`config.mk`:
```
export PLATFORM = sky130hd
export DESIGN_NAME = rr_master_req_ctrl
export DESIGN_NICKNAME = d
export VERILOG_FILES = /design/src/rtl/rr_master_req_ctrl.sv
export SDC_FILE = /design/constraint.sdc
export NUM_CORES = 1
export LEC_CHECK = 0
export CORE_ASPECT_RATIO = 1.25
export CORE_MARGIN = 2
export CORE_UTILIZATION = 35
export CTS_CLUSTER_DIAMETER = 50
export DETAILED_ROUTE_END_ITERATION = 6
export HOLD_SLACK_MARGIN = 0.06
export PLACE_DENSITY = 0.49
export SLEW_MARGIN = 0
export SYNTH_ARGS = -nofsm -noshare
export SYNTH_HDL_FRONTEND = slang
export SYNTH_SLANG_ARGS = --single-unit
```
`constraint.sdc`:
```
create_clock -name clk -period 2.5 [get_ports clk]
set_input_delay 0.5 -clock clk [delete_from_list [all_inputs] [get_ports clk]]
set_output_delay 0.5 -clock clk [all_outputs]
set_load 0.01 [all_outputs]
```
`src/rtl/rr_master_req_ctrl.sv`:
```
// Master-side request controller.
// Commands naming a target slave are queued in a small FIFO and issued one at
// a time. Each request walks SEND -> W_ACK, waiting for the selected slave's
// acknowledge. If no ack arrives in time, the request backs off in HOLD and is
// re-issued. Once the retries run out, the command is dropped with an err pulse.
module rr_master_req_ctrl #(
   parameter int TIMEOUT    = 16,
   parameter int MAX_RETRY  = 3,
   parameter int BACKOFF    = 2,
   parameter int FIFO_DEPTH = 4
) (
   input  logic       clk,
   input  logic       reset,
   input  logic       cmd_valid,
   input  logic       cmd_slave,
   output logic       cmd_ready,
   input  logic       ack0,
   input  logic       ack1,
   output logic       sfor,
   output logic [1:0] req_stat,
   output logic       done,
   output logic       err,
   output logic       busy
);

   localparam int PTR_W = (FIFO_DEPTH > 1) ? $clog2(FIFO_DEPTH) : 1;

   localparam logic [PTR_W:0] DEPTH_CNT    = (PTR_W+1)'(FIFO_DEPTH);
   localparam logic [7:0]     TIMEOUT_LAST = 8'(TIMEOUT - 1);
   localparam logic [7:0]     BACKOFF_LAST = 8'(BACKOFF - 1);
   localparam logic [3:0]     RETRY_LIMIT  = 4'(MAX_RETRY);

   typedef enum logic [1:0] {
      IDLE  = 2'd0,
      SEND  = 2'd1,
      W_ACK = 2'd2,
      HOLD  = 2'd3
   } state_t;

   state_t           state;
   logic             fifo_mem [FIFO_DEPTH];
   logic [PTR_W-1:0] wr_ptr;
   logic [PTR_W-1:0] rd_ptr;
   logic [PTR_W:0]   count;
   logic [7:0]       timer;
   logic [3:0]       retry;

   logic full;
   logic empty;
   logic push;
   logic pop;
   logic ack_sel;

   assign full      = (count == DEPTH_CNT);
   assign empty     = (count == '0);
   assign cmd_ready = !full;
   assign push      = cmd_valid && cmd_ready;
   // The only dequeue point is the IDLE -> SEND launch of a new request.
   assign pop       = (state == IDLE) && !empty;
   // Only the slave this request targets may complete it.
   assign ack_sel   = sfor ? ack1 : ack0;
   assign req_stat  = state;
   assign busy      = (state != IDLE) || !empty;

   // Command storage; contents need no reset because count guards every read.
   always_ff @(posedge clk) begin
      if (push) begin
         fifo_mem[wr_ptr] <= cmd_slave;
      end
   end

   // FIFO pointers and occupancy; a simultaneous push and pop leaves count unchanged.
   always_ff @(posedge clk or posedge reset) begin
      if (reset) begin
         wr_ptr <= '0;
         rd_ptr <= '0;
         count  <= '0;
      end else begin
         if (push) begin
            wr_ptr <= wr_ptr + 1'b1;
         end
         if (pop) begin
            rd_ptr <= rd_ptr + 1'b1;
         end
         if (push && !pop) begin
            count <= count + 1'b1;
         end else if (pop && !push) begin
            count <= count - 1'b1;
         end
      end
   end

   // Request sequencing with registered sfor/done/err; the timer is shared by W_ACK and HOLD.
   always_ff @(posedge clk or posedge reset) begin
      if (reset) begin
         state <= IDLE;
         sfor  <= 1'b0;
         done  <= 1'b0;
         err   <= 1'b0;
         timer <= '0;
         retry <= '0;
      end else begin
         done <= 1'b0;
         err  <= 1'b0;
         case (state)
            IDLE: begin
               if (!empty) begin
                  sfor  <= fifo_mem[rd_ptr];
                  retry <= '0;
                  state <= SEND;
               end
            end
            SEND: begin
               timer <= '0;
               state <= W_ACK;
            end
            W_ACK: begin
               if (ack_sel) begin
                  done  <= 1'b1;
                  state <= IDLE;
               end else if (timer == TIMEOUT_LAST) begin
                  if (retry < RETRY_LIMIT) begin
                     retry <= retry + 1'b1;
                     timer <= '0;
                     state <= HOLD;
                  end else begin
                     err   <= 1'b1;
                     state <= IDLE;
                  end
               end else begin
                  timer <= timer + 1'b1;
               end
            end
            HOLD: begin
               if (timer == BACKOFF_LAST) begin
                  timer <= '0;
                  state <= SEND;
               end else begin
                  timer <= timer + 1'b1;
               end
            end
            default: begin
               state <= IDLE;
            end
         endcase
      end
   end

endmodule
```
==> results by group <==
Floorplan
  • DIE WIDTH: 64.1 µm
  • Die area: 5080 µm²
  • Rows: 27
  • Core ar.: 4390 µm²
  • Starting Density: 0.360
  • Die Y: 79.2 µm
  • Ports: 13

Place
  • Routability cong.: 0.765
  • Setup slack after placement: 0.146 ns
  • Port bufs: 12
  • DP HPWL: 2340 µm

Route
  • Top sig layer: met4
  • Remaining antenna violation count after routing: 0
  • TritonRoute pass-1 iters: 4
  • Drt via density: 5.20
  • Vias: 1150
  • Routed met2 length: 1590 µm
  • Met3 wire len: 51 µm
  • Routed wire per std cell: 14.2 µm
  • DR iter-0 viols: 35
  • DRC errors left: 0
  • Met1 wire length: 1440 µm
  • Post-Route WL: 3130 µm

Setup path
  • Crit end category: output port
  • CP bufs+invs: 3
  • Crit Path Class: reg2out
  • Slowest cell on the critical path: clkdlybuf4s50_1
  • Worst r2r path cells: 8
  • Most common cell on crit path: inv_1
  • CP Max Fanout: 6
  • WP depth: 5
  • CP Data Required Time: 2.00 ns
  • Delay-heaviest family, CP: buffers and inverters
  • Crit path launch type: flop
  • CP cell instances: inv_1, ha_2, and2_2, inv_1, clkdlybuf4s50_1
  • Crit path arrival time: 1.82 ns
  • Slowest stage delay, CP: 0.54 ns

Timing
  • Tightest Pin Transition: 0.665 ns
  • Final worst setup slack: 0.176 ns
  • Final setup vio count: 0
  • Tcrit/Tclk final: 0.929
  • Clk_skew: 0.00469 ns
  • Fin. max-slew vios: 0
  • Hold Violations, Final: 0
  • Tmin final: 2.32 ns
  • RSZ-0062 raised after global routing: false
  • Max Fclk: 430 MHz
  • Setup TNS: 0 ns
  • Relative slew slack: 0.555

Logic synthesis
  • Netlist cell types: 41
  • Share of the yosys chip area belonging to registers: 0.456
  • Gate Count Post-Synth: 147
  • Post-synth EDFFs: 4
  • Syn. warnings: 0
  • Post-synth top area cell: dfrtp_1
  • Synthesized Nets: 166
  • Synthesized flop and latch total: 28
  • Syn avg cell area: 10.8 µm²
  • Synth top area cells: dfrtp_1 38%, ha_1 9.5%, edfxtp_1 7.6%
  • Post-synth ARST share: 0.857
  • Top FF cell, synth: dfrtp_1
  • Post-Synthesis Cell Area: 1580 µm²
  • Yosys top cell area share: 0.380

Final layout
  • Syn-to-layout area delta: 17.7%
  • Post-layout nets: 183
  • ANT cells: 0
  • Fraction of layout cells with a size suffix above 1: 0.117
  • Most frequent cells in the layout: 23 x dfrtp_1, 12 x inv_1, 12 x clkdlybuf4s50_1
  • Commonest non-fill, non-tap cell in the layout: dfrtp_1

CTS
  • CTS tree: built
  • Post-CTS Setup Bufs: 0
  • Num Clock Sinks: 28
  • Hold Buf Count CTS: 0
  • CTS Buffer Depth: 2
  • Later-pin clock latency in the skew report: 0.28 ns
  • Root Buffer: clkbuf_8
  • Clock Pin Slew Worst Setup and Hold Paths: 0.10 ns
  • CTS HTree Levels: 1
  • Num CTS Buffers: 3

Job
  • Maxcap violations: 0

Hold path
  • Worst min-delay path class: reg2reg
  • Worst hold stages: 1

Power and ir drop
  • Peak supply drop: 0.000412 V
  • Leak Pwr: 0.783 nW
  • Power density over cell area: 963 nW/µm²

Global routing
  • Gr usage total: 0.140
  • First-pass GRT wire length: 5650 µm
  • Initial antenna violation count: 0
  • Largest net degree at the start of global routing: 25
  • GRT overflow: 0
  • Vias in the first global route: 1183

Run status
  • Status: finished clean
synthesized netlist by cell type (2+ instances only):
| cell | n |
|---|---|
| ha_1 | 12 |
| clkbuf_1 | 3 |
| nor2b_1 | 3 |
| nand2b_1 | 2 |
| o211ai_1 | 10 |
| edfxtp_1 | 4 |
| a21oi_1 | 2 |
| nand3_1 | 4 |
| o221ai_1 | 3 |
| nand2_1 | 8 |
| and2_1 | 2 |
| xnor2_1 | 3 |
| dfrtp_1 | 24 |
| o21ai_0 | 10 |
| nor2_1 | 4 |
| inv_1 | 12 |
| or3_1 | 2 |
| and3_1 | 6 |
| mux2i_1 | 2 |
| xor2_1 | 3 |
| or2_2 | 2 |
| nor3_1 | 4 |
| mux2_2 | 4 |
kinds of logic (layout without fill, tap and decap cells):
group,count (synthesis),count (layout),share of synthesized area
muxes,8,8,0.0625
and+or+nand+nor,45,45,0.170
adders and majority gates,13,13,0.108
DFF,28,28,0.456
AOI/OAI and AO/OA,32,32,0.135
xor gates and xnor gates,6,6,0.0332
buffers and inverters,15,31,0.0356
per-stage QoR:
| stage | hold WS, ns | util | power [mW] | instances | cell area [µm²] |
|---|---|---|---|---|---|
| 2_1_floorplan | 0.450 | - | 1.21 | 147 | 1580 |
| 3_3_place_gp | 0.472 | 0.407 | 1.42 | 217 | 1790 |
| 3_5_place_dp | 0.489 | 0.407 | 1.45 | 217 | 1790 |
| 4_1_cts | 0.508 | 0.423 | 1.82 | 221 | 1860 |
| 5_1_grt | 0.512 | 0.424 | 1.94 | 221 | 1860 |
| 6_report | 0.501 | 0.424 | 1.79 | 221 | 1860 |
state kept, by name (all words and copies together), names as in the netlist:
register  count
sfor          1
retry         4
fifo_mem      4
wr_ptr        2
timer         8
err           1
count         3
req_stat      2
done          1
rd_ptr        2
where the power goes:
part           internal, mW  switching [mW]  leakage [nW]
combinational         0.365           0.379         0.399
clock                 0.214           0.143        0.0357
sequential            0.581           0.110         0.348
total                  1.16           0.631         0.783
worst register-to-register path, delay by kind of cell, from the launching register on:
| kind | cells | cell delay [ns] |
|---|---|---|
| AND/OR/NAND/NOR | 3 | 0.70 |
| adder cells (fa/ha/maj) | 2 | 0.60 |
| flip-flops | 1 | 0.44 |
| XOR/XNOR | 2 | 0.32 |
| buffers and inverters | 1 | 0.06 |
layer usage:
layer  track usage  vias to the layer above
li1              -                      564
met1         0.182                      573
met2         0.236                        8
met3        0.0212                        5
met4        0.0511                        0
met5             0                        -
final timing paths:
| path | to | from | slack (ns) |
|---|---|---|---|
| setup / recovery | busy | req_stat[1] | 0.18 |
| hold / removal | rd_ptr[1] | rd_ptr[1] | 0.50 |
| setup reg to reg | count[2] | count[0] | 0.32 |
| hold reg to reg | rd_ptr[1] | rd_ptr[1] | 0.50 |
| max in group asynchronous | req_stat[0] | reset | 1.69 |
| min in group asynchronous | retry[3] | reset | 0.56 |
timing repair:
action | 4_1_cts | 5_1_grt
gates resized for setup | 0 | 3
endpoints found under the setup margin | 0 | 1
endpoints found under the hold margin | 0 | 0
layout make-up:
type / count / area, µm²
clock inverter: 1 / 30.0
sequential: 28 / 722
inverter: 12 / 45.0
clock buffer: 3 / 41.3
tap: 58 / 72.6
multi-input combinational: 104 / 808
fill: 448 / 2530
timing repair buffer: 15 / 143
No activity file was read; power rests on OpenSTA's default activity.
